<file path="src/rtl/sdram_arb_pkg.sv">
// sdram_arb_pkg: shared types, port count and parameter defaults for sdram_arbiter
package sdram_arb_pkg;
  localparam int NUM_PORTS          = 3;
  localparam int REFRESH_PERIOD_DEF = 1000;
  localparam int REFRESH_WAIT_DEF   = 7;
  localparam int INIT_WAIT_DEF      = 256;
  typedef enum logic [2:0] {S_INIT, S_IDLE, S_ISSUE, S_WAIT_DONE, S_RFSH} state_t;
  typedef logic [1:0] port_idx_t;
  function automatic port_idx_t next_port(input port_idx_t p);
    return (p == port_idx_t'(NUM_PORTS - 1)) ? '0 : p + 2'd1;
  endfunction
endpackage

</file>
<file path="src/rtl/sdram_arbiter_if.sv">
// sdram_arbiter_if: client request ports and controller request side of sdram_arbiter
interface sdram_arbiter_if;
  logic        p0_req, p1_req, p2_req;
  logic        p0_we, p1_we, p2_we;
  logic        p0_word, p1_word, p2_word;
  logic [24:0] p0_addr, p1_addr, p2_addr;
  logic [15:0] p0_din, p1_din, p2_din;
  logic [15:0] p0_dout, p1_dout, p2_dout;
  logic        p0_ack, p1_ack, p2_ack;
  logic [24:0] sd_addr;
  logic [15:0] sd_din, sd_dout;
  logic        sd_word, sd_rd, sd_wr, sd_refresh, sd_busy;
  logic        rfsh_overrun;
  modport slave (
    input  p0_req, p1_req, p2_req, p0_we, p1_we, p2_we, p0_word, p1_word, p2_word,
           p0_addr, p1_addr, p2_addr, p0_din, p1_din, p2_din, sd_dout, sd_busy,
    output p0_dout, p1_dout, p2_dout, p0_ack, p1_ack, p2_ack,
           sd_addr, sd_din, sd_word, sd_rd, sd_wr, sd_refresh, rfsh_overrun
  );
  modport master (
    output p0_req, p1_req, p2_req, p0_we, p1_we, p2_we, p0_word, p1_word, p2_word,
           p0_addr, p1_addr, p2_addr, p0_din, p1_din, p2_din, sd_dout, sd_busy,
    input  p0_dout, p1_dout, p2_dout, p0_ack, p1_ack, p2_ack,
           sd_addr, sd_din, sd_word, sd_rd, sd_wr, sd_refresh, rfsh_overrun
  );
endinterface

</file>
<file path="src/rtl/sdram_arb_pick.sv">
// sdram_arb_pick: combinational grant picker over the request vector
// Build option SDRAM_ARB_RR_EN: search starts at i_ptr (round-robin); otherwise fixed p0 > p1 > p2.
module sdram_arb_pick
  import sdram_arb_pkg::*;
(
  input  logic [NUM_PORTS-1:0] i_req,
  input  port_idx_t            i_ptr,
  output logic [NUM_PORTS-1:0] o_gnt,
  output port_idx_t            o_idx
);
`ifdef SDRAM_ARB_RR_EN
  port_idx_t w_p;
  // Walk from the farthest candidate back to i_ptr so the nearest requester wins.
  always_comb begin
    o_idx = '0;
    w_p = '0;
    for (int k = NUM_PORTS - 1; k >= 0; k--) begin
      w_p = port_idx_t'((int'(i_ptr) + k) % NUM_PORTS);
      if (i_req[w_p]) o_idx = w_p;
    end
  end
`else
  logic w_unused;
  assign w_unused = ^i_ptr;
  always_comb o_idx = i_req[0] ? 2'd0 : i_req[1] ? 2'd1 : i_req[2] ? 2'd2 : 2'd0;
`endif
  assign o_gnt = (|i_req) ? NUM_PORTS'(1) << o_idx : '0;
endmodule

</file>
<file path="src/rtl/sdram_arbiter.sv">
// sdram_arbiter: three client ports onto a single-transaction SDRAM controller with auto-refresh
// Build option SDRAM_ARB_RR_EN: round-robin grants; undefined gives fixed priority p0 > p1 > p2.
module sdram_arbiter
  import sdram_arb_pkg::*;
#(
  parameter int REFRESH_PERIOD = REFRESH_PERIOD_DEF,
  parameter int REFRESH_WAIT   = REFRESH_WAIT_DEF,
  parameter int INIT_WAIT      = INIT_WAIT_DEF
) (
  input logic            clk,
  input logic            reset_n,
  sdram_arbiter_if.slave bus
);
  logic [NUM_PORTS-1:0] w_req, w_we, w_word, w_gnt;
  logic [24:0]          w_addr [NUM_PORTS];
  logic [15:0]          w_din  [NUM_PORTS];
  port_idx_t            w_idx, w_ptr;
  logic                 w_wrap, w_rclr;
  state_t               r_state;
  logic [31:0]          r_cnt, r_rcnt;
  logic                 r_pend, r_over, r_we;
  port_idx_t            r_port;
  logic [NUM_PORTS-1:0] r_gnt, r_ack;
  logic [15:0]          r_dout [NUM_PORTS];
  logic [24:0]          r_sd_addr;
  logic [15:0]          r_sd_din;
  logic                 r_sd_word, r_sd_rd, r_sd_wr, r_sd_refresh;
`ifdef SDRAM_ARB_RR_EN
  port_idx_t            r_ptr;
  assign w_ptr = r_ptr;
`else
  assign w_ptr = '0;
`endif
  assign w_req  = {bus.p2_req, bus.p1_req, bus.p0_req};
  assign w_we   = {bus.p2_we, bus.p1_we, bus.p0_we};
  assign w_word = {bus.p2_word, bus.p1_word, bus.p0_word};
  assign w_addr = '{bus.p0_addr, bus.p1_addr, bus.p2_addr};
  assign w_din  = '{bus.p0_din, bus.p1_din, bus.p2_din};
  assign w_wrap = (r_state != S_INIT) && (r_rcnt == 32'(REFRESH_PERIOD - 1));
  assign w_rclr = (r_state == S_RFSH) && (r_cnt == 32'(REFRESH_WAIT - 1));
  sdram_arb_pick u_pick (
    .i_req (w_req),
    .i_ptr (w_ptr),
    .o_gnt (w_gnt),
    .o_idx (w_idx)
  );
  // A wrap in the same cycle a refresh retires re-arms pending and is not an overrun.
  always_ff @(posedge clk or negedge reset_n) begin
    if (!reset_n) begin
      r_state      <= S_INIT;
      r_cnt        <= '0;
      r_rcnt       <= '0;
      r_pend       <= 1'b0;
      r_over       <= 1'b0;
      r_we         <= 1'b0;
      r_port       <= '0;
      r_gnt        <= '0;
      r_ack        <= '0;
      r_dout       <= '{default: '0};
      r_sd_addr    <= '0;
      r_sd_din     <= '0;
      r_sd_word    <= 1'b0;
      r_sd_rd      <= 1'b0;
      r_sd_wr      <= 1'b0;
      r_sd_refresh <= 1'b0;
`ifdef SDRAM_ARB_RR_EN
      r_ptr        <= '0;
`endif
    end else begin
      r_ack        <= '0;
      r_sd_refresh <= 1'b0;
      if (r_state != S_INIT) r_rcnt <= w_wrap ? '0 : r_rcnt + 32'd1;
      if (w_wrap && r_pend && !w_rclr) r_over <= 1'b1;
      r_pend <= w_wrap | (r_pend & ~w_rclr);
      case (r_state)
        S_INIT: begin
          r_cnt <= (r_cnt == 32'(INIT_WAIT - 1)) ? '0 : r_cnt + 32'd1;
          if (r_cnt == 32'(INIT_WAIT - 1)) r_state <= S_IDLE;
        end
        S_IDLE: begin
          if (r_pend) begin
            r_sd_refresh <= 1'b1;
            r_state      <= S_RFSH;
          end else if (|w_req) begin
            r_port    <= w_idx;
            r_gnt     <= w_gnt;
            r_we      <= w_we[w_idx];
            r_sd_addr <= w_addr[w_idx];
            r_sd_din  <= w_din[w_idx];
            r_sd_word <= w_word[w_idx];
            r_sd_rd   <= ~w_we[w_idx];
            r_sd_wr   <= w_we[w_idx];
            r_state   <= S_ISSUE;
`ifdef SDRAM_ARB_RR_EN
            r_ptr     <= next_port(w_idx);
`endif
          end
        end
        S_ISSUE: if (bus.sd_busy) r_state <= S_WAIT_DONE;
        S_WAIT_DONE: begin
          if (!bus.sd_busy) begin
            if (!r_we) r_dout[r_port] <= bus.sd_dout;
            r_ack   <= r_gnt;
            r_sd_rd <= 1'b0;
            r_sd_wr <= 1'b0;
            r_state <= S_IDLE;
          end
        end
        S_RFSH: begin
          r_cnt <= w_rclr ? '0 : r_cnt + 32'd1;
          if (w_rclr) r_state <= S_IDLE;
        end
        default: r_state <= S_INIT;
      endcase
    end
  end
  assign bus.p0_dout      = r_dout[0];
  assign bus.p1_dout      = r_dout[1];
  assign bus.p2_dout      = r_dout[2];
  assign bus.p0_ack       = r_ack[0];
  assign bus.p1_ack       = r_ack[1];
  assign bus.p2_ack       = r_ack[2];
  assign bus.sd_addr      = r_sd_addr;
  assign bus.sd_din       = r_sd_din;
  assign bus.sd_word      = r_sd_word;
  assign bus.sd_rd        = r_sd_rd;
  assign bus.sd_wr        = r_sd_wr;
  assign bus.sd_refresh   = r_sd_refresh;
  assign bus.rfsh_overrun = r_over;
endmodule

</file>
<file path="src/flat_wrapper.sv">
// flat-port wrapper written by rule: the top's interface ports become plain ports
module sdram_arbiter_flat import sdram_arb_pkg::*;
#(
  parameter int REFRESH_PERIOD = REFRESH_PERIOD_DEF,
  parameter int REFRESH_WAIT   = REFRESH_WAIT_DEF,
  parameter int INIT_WAIT      = INIT_WAIT_DEF
)
  (clk, reset_n, bus_p0_req, bus_p1_req, bus_p2_req, bus_p0_we, bus_p1_we, bus_p2_we, bus_p0_word, bus_p1_word, bus_p2_word, bus_p0_addr, bus_p1_addr, bus_p2_addr, bus_p0_din, bus_p1_din, bus_p2_din, bus_sd_dout, bus_sd_busy, bus_p0_dout, bus_p1_dout, bus_p2_dout, bus_p0_ack, bus_p1_ack, bus_p2_ack, bus_sd_addr, bus_sd_din, bus_sd_word, bus_sd_rd, bus_sd_wr, bus_sd_refresh, bus_rfsh_overrun);
  sdram_arbiter_if bus_i ();
  input logic clk;
  input logic reset_n;
  input wire logic [$bits(bus_i.p0_req)-1:0] bus_p0_req;
  input wire logic [$bits(bus_i.p1_req)-1:0] bus_p1_req;
  input wire logic [$bits(bus_i.p2_req)-1:0] bus_p2_req;
  input wire logic [$bits(bus_i.p0_we)-1:0] bus_p0_we;
  input wire logic [$bits(bus_i.p1_we)-1:0] bus_p1_we;
  input wire logic [$bits(bus_i.p2_we)-1:0] bus_p2_we;
  input wire logic [$bits(bus_i.p0_word)-1:0] bus_p0_word;
  input wire logic [$bits(bus_i.p1_word)-1:0] bus_p1_word;
  input wire logic [$bits(bus_i.p2_word)-1:0] bus_p2_word;
  input wire logic [$bits(bus_i.p0_addr)-1:0] bus_p0_addr;
  input wire logic [$bits(bus_i.p1_addr)-1:0] bus_p1_addr;
  input wire logic [$bits(bus_i.p2_addr)-1:0] bus_p2_addr;
  input wire logic [$bits(bus_i.p0_din)-1:0] bus_p0_din;
  input wire logic [$bits(bus_i.p1_din)-1:0] bus_p1_din;
  input wire logic [$bits(bus_i.p2_din)-1:0] bus_p2_din;
  input wire logic [$bits(bus_i.sd_dout)-1:0] bus_sd_dout;
  input wire logic [$bits(bus_i.sd_busy)-1:0] bus_sd_busy;
  output wire logic [$bits(bus_i.p0_dout)-1:0] bus_p0_dout;
  output wire logic [$bits(bus_i.p1_dout)-1:0] bus_p1_dout;
  output wire logic [$bits(bus_i.p2_dout)-1:0] bus_p2_dout;
  output wire logic [$bits(bus_i.p0_ack)-1:0] bus_p0_ack;
  output wire logic [$bits(bus_i.p1_ack)-1:0] bus_p1_ack;
  output wire logic [$bits(bus_i.p2_ack)-1:0] bus_p2_ack;
  output wire logic [$bits(bus_i.sd_addr)-1:0] bus_sd_addr;
  output wire logic [$bits(bus_i.sd_din)-1:0] bus_sd_din;
  output wire logic [$bits(bus_i.sd_word)-1:0] bus_sd_word;
  output wire logic [$bits(bus_i.sd_rd)-1:0] bus_sd_rd;
  output wire logic [$bits(bus_i.sd_wr)-1:0] bus_sd_wr;
  output wire logic [$bits(bus_i.sd_refresh)-1:0] bus_sd_refresh;
  output wire logic [$bits(bus_i.rfsh_overrun)-1:0] bus_rfsh_overrun;
  assign bus_i.p0_req = bus_p0_req;
  assign bus_i.p1_req = bus_p1_req;
  assign bus_i.p2_req = bus_p2_req;
  assign bus_i.p0_we = bus_p0_we;
  assign bus_i.p1_we = bus_p1_we;
  assign bus_i.p2_we = bus_p2_we;
  assign bus_i.p0_word = bus_p0_word;
  assign bus_i.p1_word = bus_p1_word;
  assign bus_i.p2_word = bus_p2_word;
  assign bus_i.p0_addr = bus_p0_addr;
  assign bus_i.p1_addr = bus_p1_addr;
  assign bus_i.p2_addr = bus_p2_addr;
  assign bus_i.p0_din = bus_p0_din;
  assign bus_i.p1_din = bus_p1_din;
  assign bus_i.p2_din = bus_p2_din;
  assign bus_i.sd_dout = bus_sd_dout;
  assign bus_i.sd_busy = bus_sd_busy;
  assign bus_p0_dout = bus_i.p0_dout;
  assign bus_p1_dout = bus_i.p1_dout;
  assign bus_p2_dout = bus_i.p2_dout;
  assign bus_p0_ack = bus_i.p0_ack;
  assign bus_p1_ack = bus_i.p1_ack;
  assign bus_p2_ack = bus_i.p2_ack;
  assign bus_sd_addr = bus_i.sd_addr;
  assign bus_sd_din = bus_i.sd_din;
  assign bus_sd_word = bus_i.sd_word;
  assign bus_sd_rd = bus_i.sd_rd;
  assign bus_sd_wr = bus_i.sd_wr;
  assign bus_sd_refresh = bus_i.sd_refresh;
  assign bus_rfsh_overrun = bus_i.rfsh_overrun;
  sdram_arbiter #(.REFRESH_PERIOD(REFRESH_PERIOD), .REFRESH_WAIT(REFRESH_WAIT), .INIT_WAIT(INIT_WAIT)) u_core (.clk(clk), .reset_n(reset_n), .bus(bus_i));
endmodule
</file>
<file path="config.mk">
export PLATFORM = sky130hd
export DESIGN_NAME = sdram_arbiter_flat
export DESIGN_NICKNAME = d
export VERILOG_FILES = /design/src/rtl/sdram_arb_pkg.sv /design/src/rtl/sdram_arbiter_if.sv /design/src/rtl/sdram_arb_pick.sv /design/src/rtl/sdram_arbiter.sv /design/src/flat_wrapper.sv
export SDC_FILE = /design/constraint.sdc
export NUM_CORES = 1
export LEC_CHECK = 0
export BUFFER_PORTS_ARGS = -buffer_cell sky130_fd_sc_hd__buf_4
export CORE_ASPECT_RATIO = 0.6
export CORE_UTILIZATION = 46
export DETAILED_ROUTE_END_ITERATION = 16
export GPL_TIMING_DRIVEN = 0
export PLACE_DENSITY = 0.73
export SLEW_MARGIN = 20
export SYNTH_ARGS = -nofsm -noshare
export SYNTH_HDL_FRONTEND = slang
export SYNTH_HIERARCHICAL = 1
export SYNTH_SLANG_ARGS = --single-unit
export TNS_END_PERCENT = 100
</file>
<file path="constraint.sdc">
create_clock -name clk -period 3.22 [get_ports clk]
set_input_delay 0.483 -clock clk [delete_from_list [all_inputs] [get_ports clk]]
set_output_delay 0.483 -clock clk [all_outputs]
set_load 0.005 [all_outputs]
</file>
==> reports/qor.csv, run 1 <==
stage;metric;value;unit
outcome;outcome;complete, no violations;
routing;DRT iter0 DRCs;383;
die;core area;16600;um^2
clock_tree;setup repair bufs after CTS;0;
yosys;Syn Nets;910;
grt;initial antenna violation count;0;
grt;global-route wire length before repair;32100;um
die;DIE WIDTH;172;um
timing;fmax;364;MHz
timing;setup_tns;0;ns
routing;Avg Vias per Cell;5.09;
timing;Final Setup Violations;0;
die;Initial Util;48.0;%
routing;DR vias;6432;
power;clock group share of total power;25.3;%
placed_design;hpwl dp;15100;um
yosys;synthesized area;7950;um^2
cells_and_area;Finished Layout Cells;1264;
power;Psw;0.00252;W
hold_path;HP Class;input port to asynchronous set/reset pin;
placed_design;GPL Wtd Cong;0.812;
setup_path;Worst Path Max Fanout;10;
cells_and_area;# diodes;0;
power;total power;0.00786;W
setup_path;Worst Setup Start Kind;register;
yosys;cells after synthesis;756;
placed_design;number of port buffers;247;
power;Lkg Pwr;5.07;nW
timing;Worst Clk Skew;0.0148;ns
timing;minimum clock period;2.75;ns
timing;worst-margin pin slew;0.921;ns
power;worst vdd ir;0.461;mV
power;Pwr per Cell Area;734;nW/um^2
routing;Antenna Violating Nets Remaining;0;
placed_design;Post-Place Cells;1232;
die;Die H;104;um
clock_tree;clk sink count;171;
placed_design;worst slack, placed;0.279;ns
clock_tree;CTS clk-pin slew, worst paths;0.07;ns
power;sequential share of power;41.5;%
grt;largest net degree at the start of global routing;100;
setup_path;Worst Setup End Kind;register;
routing;Wirelength per Cell;15.7;um
routing;DRT Wirelength;19900;um
die;Die Area;17800;um^2
yosys;mean area per synthesized cell;10.5;um^2
grt;vias in the first global route;6150;
clock_tree;Clock Tree Root;clkbuf_16;
setup_path;Setup CP Type;register to register;
setup_path;CP Data Required Time;3.52;ns
power;switching share of power;32.1;%
cells_and_area;fin nets;1177;
timing;RSZ-0062 raised after global routing;false;
timing;max_slew headroom;38.1;%
routing;Detailed Routing Iterations Pass 1;5;
timing;Hold WS;0.0902;ns
cells_and_area;Layout area overhead;34.7;%
clock_tree;cts-stage hold buffer count;0;
die;Rows;36;
flow_run;Max Cap Violations;0;
yosys;yosys warns;6;
die;Top-Level Pins;248;
timing;setup ws final;0.472;ns
clock_tree;Max Root-Sink Buffers;2;
power;Power Internal;0.00534;W
setup_path;critical path arrival;3.05;ns
power;combinational power share;33.2;%
clock_tree;Skew-Pair Late Insertion Delay;0.42;ns
cells_and_area;share of post-route cells with drive strength above 1;33.9;%
timing;count of final max-slew check failures;0;
timing;Fin. Hold Viols;0;
grt;grt ovf;0;
clock_tree;CTS tree;built;
clock_tree;total CTS buffers;17;
clock_tree;post_cts resized;0;
clock_tree;# H-tree levels;4;
grt;GRT Total Usage;23.1;%
routing;DRC viols;0;
timing;period utilisation layout;85.3;%
==> worst max-delay path, cell delays in order (launching register included) <==
cell and delay [ns]:
dfrtp_1 0.33, buf_2 0.18, inv_1 0.11, nor3_1 0.45
nand2b_1 0.22, nor3b_2 0.60, buf_2 0.38, mux2_2 0.37
==> power by group through the flow <==
stage | Sequential, W | Combinational, W | Clock (W)
after floorplan | 0.00329 | 0.00117 | 0
after global placement | 0.00327 | 0.00259 | 0
after detailed placement | 0.00330 | 0.00264 | 0
after CTS | 0.00327 | 0.00265 | 0.00204
after global routing | 0.00336 | 0.00289 | 0.00213
final | 0.00326 | 0.00261 | 0.00199
==> cell type report <==
| type | count | area [um^2] |
|---|---|---|
| Buffer | 36 | 166 |
| Clock buffer | 18 | 439 |
| Clock inverter | 14 | 144 |
| Fill cell | 1346 | 5870 |
| Inverter | 13 | 48.8 |
| Multi-Input combinational cell | 536 | 3450 |
| Sequential cell | 171 | 4280 |
| Tap cell | 228 | 285 |
| Timing Repair Buffer | 248 | 1890 |
==> through the flow <==
stage | area (um^2) | utilization [%]
global route | 10700 | 64.6
detailed placement | 10100 | 61.1
finish | 10700 | 64.6
floorplan | 7950 | -
CTS | 10700 | 64.6
global placement | 10100 | 60.9
==> worst paths after layout <==
check,startpoint,endpoint,slack (ns),depth (start not counted)
hold / removal,reset_n,u_core/r_cnt[21],0.09,1
min in group clk,bus_sd_dout[9],u_core/bus.p1_dout[9],0.31,2
setup reg to reg,u_core/r_state[0],u_core/bus.p2_dout[12],0.47,7
hold reg to reg,u_core/r_rcnt[31],u_core/r_rcnt[31],0.47,1
setup / recovery,u_core/r_state[0],u_core/bus.p2_dout[12],0.47,7
max in group asynchronous,reset_n,u_core/bus.sd_addr[24],2.31,2
==> metal layers <==
layer | GRT usage, % | part of all wire (%) | up-vias | routed length [um]
li1 | - | - | 3153 | -
met1 | 33.5 | 47 | 3061 | 9440
met2 | 35.6 | 46 | 206 | 9080
met3 | 4.32 | 6.0 | 12 | 1200
met4 | 5.74 | 0.88 | 0 | 176
met5 | 0 | 0 | - | 0
==> sequential cells by signal (all words and copies together) (netlist names), 2 cells and up <==
register,cells
u_core/bus.p1_dout,16
u_core/r_gnt,3
u_core/r_port,2
u_core/r_state,3
u_core/bus.p0_dout,16
u_core/bus.sd_din,16
u_core/r_ack,3
u_core/r_rcnt,32
u_core/r_cnt,32
u_core/bus.sd_addr,25
u_core/bus.p2_dout,16
==> placed cells by master, fill, tap and decap left out, drive strengths merged, types with 3 or more instances in the layout <==
| cell type | count |
|---|---|
| a21oi | 85 |
| inv | 21 |
| clkbuf | 42 |
| nand2b | 3 |
| nand4 | 14 |
| nor2b | 4 |
| mux2i | 43 |
| nand3 | 23 |
| ha | 3 |
| or4 | 5 |
| o21ai | 6 |
| nor4 | 16 |
| nor3 | 15 |
| or2 | 4 |
| nor2 | 126 |
| and2 | 3 |
| buf | 260 |
| dfrtp | 171 |
| xnor2 | 32 |
| mux2 | 53 |
| and3 | 8 |
| nand2 | 45 |
| nor3b | 4 |
| xor2 | 28 |
| clkinv | 6 |
No activity file was read; power rests on OpenSTA's default activity.
==> run 2, diff against run 1 <==
- ABC_AREA: unset -> 1
- PLACE_DENSITY: 0.73 -> 0.72
==> run 2 against run 1 <==
  * Worst setup slack better by 0.62 ns
  * Non-clock buffer count up 5
  * Global-route usage up 4.5 points
  * Largest power group unchanged
  * Highest routed layer unchanged
  * Sequential share of layout area down 2.4 points
==> reports/qor.csv, run 2 <==
stage;metric;value;unit
timing;fmax;471;MHz
grt;GRT Total Usage;27.6;%
die;DIE WIDTH;179;um
setup_path;Worst Reg-to-Reg Cells;8;
timing;Final Setup Violations;0;
setup_path;Setup CP Type;input port to register;
power;worst vdd ir;0.398;mV
timing;minimum clock period;2.12;ns
die;Die H;108;um
clock_tree;CTS clk-pin slew, worst paths;0.07;ns
die;core area;18200;um^2
cells_and_area;share of post-route cells with drive strength above 1;22.7;%
routing;DRT Wirelength;25700;um
routing;DRT iter0 DRCs;570;
routing;Wirelength per Cell;15.7;um
power;combinational power share;10.1;%
routing;Antenna Violating Nets Remaining;0;
setup_path;internal reg-to-reg setup slack;1.23;ns
timing;count of final max-slew check failures;0;
clock_tree;CTS tree;built;
routing;DR vias;8378;
cells_and_area;fin nets;1536;
die;Initial Util;47.4;%
cells_and_area;commonest non-fill, non-tap cell in the layout;nand2_1;
timing;Hold WS;0.0202;ns
yosys;synthesized area;8630;um^2
setup_path;cell at the slowest stage of the critical path;clkbuf_1;
placed_design;GPL Wtd Cong;0.941;
timing;setup_tns;0;ns
setup_path;Worst Path Max Fanout;10;
clock_tree;cts-stage hold buffer count;0;
setup_path;critical path arrival;2.42;ns
routing;Avg Vias per Cell;5.12;
grt;largest net degree at the start of global routing;94;
power;Lkg Pwr;5.66;nW
yosys;mean area per synthesized cell;7.74;um^2
cells_and_area;FILL cells;1615;
clock_tree;Max Root-Sink Buffers;2;
yosys;yosys warns;6;
cells_and_area;# diodes;0;
clock_tree;Clock Tree Root;clkbuf_16;
die;Top-Level Pins;248;
die;Die Area;19300;um^2
clock_tree;clk sink count;171;
clock_tree;total CTS buffers;17;
placed_design;number of port buffers;247;
power;Power Internal;0.00356;W
timing;Worst Clk Skew;0.0129;ns
power;Pwr per Cell Area;419;nW/um^2
clock_tree;post_cts resized;0;
clock_tree;# H-tree levels;4;
hold_path;HP Class;input port to asynchronous set/reset pin;
grt;grt ovf;0;
power;Psw;0.00121;W
grt;global-route wire length before repair;41200;um
timing;period utilisation layout;66.0;%
placed_design;hpwl dp;20000;um
power;clock group share of total power;42.9;%
flow_run;Max Cap Violations;0;
routing;DRC viols;0;
setup_path;Worst Setup Start Kind;input port;
setup_path;crit-path max cell delay;0.43;ns
power;total power;0.00477;W
setup_path;CP Data Required Time;3.51;ns
routing;Detailed Routing Iterations Pass 1;5;
clock_tree;setup repair bufs after CTS;0;
die;Rows;38;
power;switching share of power;25.3;%
outcome;outcome;complete, no violations;
power;sequential share of power;47.0;%
timing;max_slew headroom;53.2;%
grt;initial antenna violation count;0;
timing;RSZ-0062 raised after global routing;false;
clock_tree;Skew-Pair Late Insertion Delay;0.43;ns
cells_and_area;Layout area overhead;32.1;%
cells_and_area;commonest non-fill, non-tap cells in the layout;294 x nand2_1, 247 x buf_4, 171 x dfrtp_1, 134 x nor2_1, 108 x inv_1;
grt;vias in the first global route;8110;
yosys;cells after synthesis;1115;
setup_path;Worst Setup End Kind;register;
setup_path;crit-path cells;buf_4, nor2_1, buf_4, clkbuf_1, inv_1, clkbuf_1, nand2_1, a21oi_1, a21oi_1, o21ai_0;
timing;Fin. Hold Viols;0;
yosys;Syn Nets;1269;
timing;worst-margin pin slew;0.695;ns
## run 2: stage by stage
step	cell area (um^2)	utilization [%]	setup slack [ns]	instances
6_report	11400	62.6	1.10	1635
5_1_grt	11400	62.6	0.947	1635
4_1_cts	11400	62.6	1.13	1635
3_5_place_dp	10800	59.4	0.683	1603
3_3_place_gp	10800	59.2	0.666	1602
2_1_floorplan	8630	-	1.41	1115
## run 2: path summary, 6_finish.rpt
kind | startpoint | to
min reg2reg | u_core/r_rcnt[31] | u_core/r_rcnt[31]
max | bus_p0_req | u_core/bus.sd_addr[14]
min in group clk | bus_p2_word | u_core/bus.sd_word
min | reset_n | u_core/r_cnt[20]
max reg2reg | u_core/r_state[1] | u_core/r_rcnt[21]
max in group asynchronous | reset_n | u_core/bus.p0_dout[15]
## run 2: power by group through the flow
| stage | combinational (W) | sequential, W | clock [W] |
|---|---|---|---|
| floorplan | 0.000145 | 0.00229 | 0 |
| global placement | 0.000475 | 0.00228 | 0 |
| detailed placement | 0.000486 | 0.00228 | 0 |
| CTS | 0.000486 | 0.00224 | 0.00208 |
| global route | 0.000532 | 0.00225 | 0.00217 |
| finish | 0.000482 | 0.00224 | 0.00205 |
## run 2: area by class of cell
| cell class | count | area (um^2) | share of cell area (%) |
|---|---|---|---|
| Sequential cell | 171 | 4280 | 37.5 |
| Multi-Input combinational cell | 790 | 3750 | 32.9 |
| Timing Repair Buffer | 248 | 1890 | 16.6 |
| Clock buffer | 19 | 433 | 3.80 |
| Inverter | 113 | 424 | 3.72 |
| Tap cell | 240 | 300 | 2.63 |
| Buffer | 41 | 174 | 1.53 |
| Clock inverter | 13 | 150 | 1.32 |
## run 2: routing by layer
metal	share of wire [%]	GRT usage (%)	up-vias
met4	2.1	9.20	0
met1	49	40.2	3957
li1	-	-	4127
met2	43	41.1	253
met5	0	0	-
met3	6.1	5.20	41
## run 2: worst max-delay path: cells and delay by family
family / cells / cell delay, ns
AOI/OAI and AO/OA: 3 / 0.47
buffers and inverters: 5 / 1.23
and+or+nand+nor: 2 / 0.25
==> run 3, diff against run 2 <==
- clock period: 3.22 -> 2.1 ns (I/O delays scaled with it)
==> run 3 against run 2 <==
  * Count of clock-buffer cells in the layout is the same
  * Register-to-register slack lost 1.1 ns
  * Cell count is essentially flat
  * Worst setup slack lost 0.96 ns
  * Critical path depth is the same
  * Flip-flop and latch count is the same
  * Global-route usage is the same
  * Power grew 53%
  * Highest routed layer unchanged
==> reports/qor.csv, run 3 (synthesis results as in run 2) <==
stage;metric;value;unit
clock_tree;Clock Tree Root;clkbuf_16;
die;DIE WIDTH;179;um
setup_path;crit-path cells;buf_4, nor2_1, buf_4, clkbuf_1, inv_1, clkbuf_1, nand2_1, a21oi_1, a21oi_1, o21ai_0;
placed_design;number of port buffers;247;
placed_design;Post-Place Cells;1603;
routing;DRT iter0 DRCs;545;
setup_path;cell at the slowest stage of the critical path;clkbuf_1;
die;Initial Util;47.4;%
setup_path;Worst Path Max Fanout;10;
timing;Final Setup Violations;0;
timing;period utilisation layout;93.4;%
cells_and_area;post-route cell area;11400;um^2
power;worst vdd ir;0.612;mV
setup_path;crit-path max cell delay;0.44;ns
timing;fmax;510;MHz
timing;minimum clock period;1.96;ns
cells_and_area;commonest non-fill, non-tap cells in the layout;294 x nand2_1, 247 x buf_4, 171 x dfrtp_1, 134 x nor2_1, 108 x inv_1;
cells_and_area;FILL cells;1611;
placed_design;cell area after placement;10800;um^2
setup_path;Top Family by Delay on Critical Path;buffers and inverters;
routing;top layer in use;met4;
cells_and_area;Register Area;4280;um^2
power;Lkg Pwr;5.67;nW
clock_tree;clk sink count;171;
cells_and_area;Core Util, Final;62.8;%
grt;GRT Total Usage;27.6;%
timing;Fin. Hold Viols;0;
hold_path;HP Class;input port to register;
timing;Worst Clk Skew;0.0133;ns
setup_path;critical path arrival;2.26;ns
die;Die H;108;um
die;core area;18200;um^2
flow_run;Max Cap Violations;0;
grt;global-route wire length before repair;41200;um
die;Top-Level Pins;248;
timing;RSZ-0062 raised after global routing;false;
clock_tree;total CTS buffers;17;
die;Rows;38;
setup_path;Setup CP Type;input port to register;
routing;DRC viols;0;
setup_path;Worst Setup Start Kind;input port;
routing;Detailed Routing Iterations Pass 1;5;
power;Pwr per Cell Area;641;nW/um^2
grt;grt ovf;0;
die;Die Area;19300;um^2
cells_and_area;Multi-input gate area;3770;um^2
cells_and_area;fin nets;1537;
timing;worst-margin pin slew;0.616;ns
grt;initial antenna violation count;0;
routing;DRT Wirelength;25700;um
setup_path;CP Data Required Time;2.39;ns
placed_design;GPL Wtd Cong;0.941;
cells_and_area;commonest non-fill, non-tap cell in the layout;nand2_1;
grt;vias in the first global route;8110;
cells_and_area;Finished Layout Cells;1636;
cells_and_area;share of post-route cells with drive strength above 1;22.7;%
timing;count of final max-slew check failures;0;
clock_tree;Skew-Pair Late Insertion Delay;0.43;ns
grt;largest net degree at the start of global routing;94;
outcome;outcome;complete, no violations;
placed_design;worst slack, placed;-0.269;ns
timing;max_slew headroom;58.6;%
clock_tree;# H-tree levels;4;
routing;Wirelength per Cell;15.7;um
clock_tree;CTS tree;built;
routing;Antenna Violating Nets Remaining;0;
routing;met1 WL;12400;um
timing;setup ws final;0.138;ns
routing;met2 routed WL;11100;um
clock_tree;setup repair bufs after CTS;0;
placed_design;hpwl dp;20000;um
clock_tree;CTS clk-pin slew, worst paths;0.07;ns
routing;Routed met3 length;1620;um
clock_tree;Max Root-Sink Buffers;2;
cells_and_area;# diodes;0;
setup_path;Worst Setup End Kind;register;
cells_and_area;Layout area overhead;32.4;%
setup_path;Buf/Inv on CP;5;
routing;Avg Vias per Cell;5.12;
routing;DR vias;8375;
-- run 3: cell count changes in the layout (fill, tap and decap cells not counted) --
cell / change
o21ai_1: +1
dlygate4sd3_1: +1
nand2_2: -1
clkbuf_2: +1
nand2_4: +1
o21ai_0: -1
a21oi_4: +1
a21oi_2: -1
clkbuf_1: -1
-- run 3: repair_timing --
| action | CTS | global route |
|---|---|---|
| hold buffers | 1 | 0 |
| resized for setup | 0 | 5 |
| endpoints found under the setup margin | 0 | 22 |
| endpoints found under the hold margin | 78 | 0 |
-- run 3: power by group --
group | internal, W | leakage, nW | switching (W)
combinational | 0.000390 | 3.11 | 0.000353
sequential | 0.00338 | 2.28 | 0.0000572
clock | 0.00169 | 0.280 | 0.00145
-- run 3: per-stage QoR --
step / power [W] / TNS (ns) / hold WS (ns)
after global placement: 0.00423 / -52.32 / 0.463
final: 0.00732 / 0 / 0.154
after floorplan: 0.00373 / 0 / 0.0194
after global routing: 0.00760 / 0 / 0.154
after CTS: 0.00738 / 0 / 0.141
after detailed placement: 0.00425 / -7.83 / 0.335
-- run 3: path summary, 6_finish.rpt --
kind,startpoint,end,slack (ns),depth (start not counted)
worst max-delay path,bus_p0_req,u_core/bus.sd_addr[14],0.14,10
worst min-delay path,bus_p2_word,u_core/bus.sd_word,0.15,3
worst max register to register,u_core/r_state[0],u_core/r_cnt[27],0.14,7
worst min register to register,u_core/r_rcnt[31],u_core/r_rcnt[31],0.47,1
max in group asynchronous,reset_n,u_core/bus.p0_dout[15],0.79,3
min in group asynchronous,reset_n,u_core/r_cnt[20],0.46,2
-- run 3: final cells by class --
| class | instances | share of cell area [%] |
|---|---|---|
| Buffer | 41 | 1.53 |
| Clock buffer | 19 | 3.79 |
| Timing Repair Buffer | 249 | 16.6 |
| Sequential cell | 171 | 37.4 |
| Tap cell | 240 | 2.63 |
| Multi-Input combinational cell | 790 | 33.0 |
| Inverter | 113 | 3.71 |
| Clock inverter | 13 | 1.31 |
-- run 3: per-layer routing --
layer  up-vias  track usage [%]
met5         -                0
met1      3927             40.2
met3        39             5.20
met2       281             41.1
met4         0             9.20
li1       4128                -
-- run 3: worst reg2reg max path, stage by stage, from the launching register on --
cell and delay (ns):
dfrtp_1 0.43, nor2_2 0.26, nand3_1 0.29, nor2_1 0.29, nand3_1 0.21, nor2_1 0.19, xnor2_1 0.14, inv_1 0.05
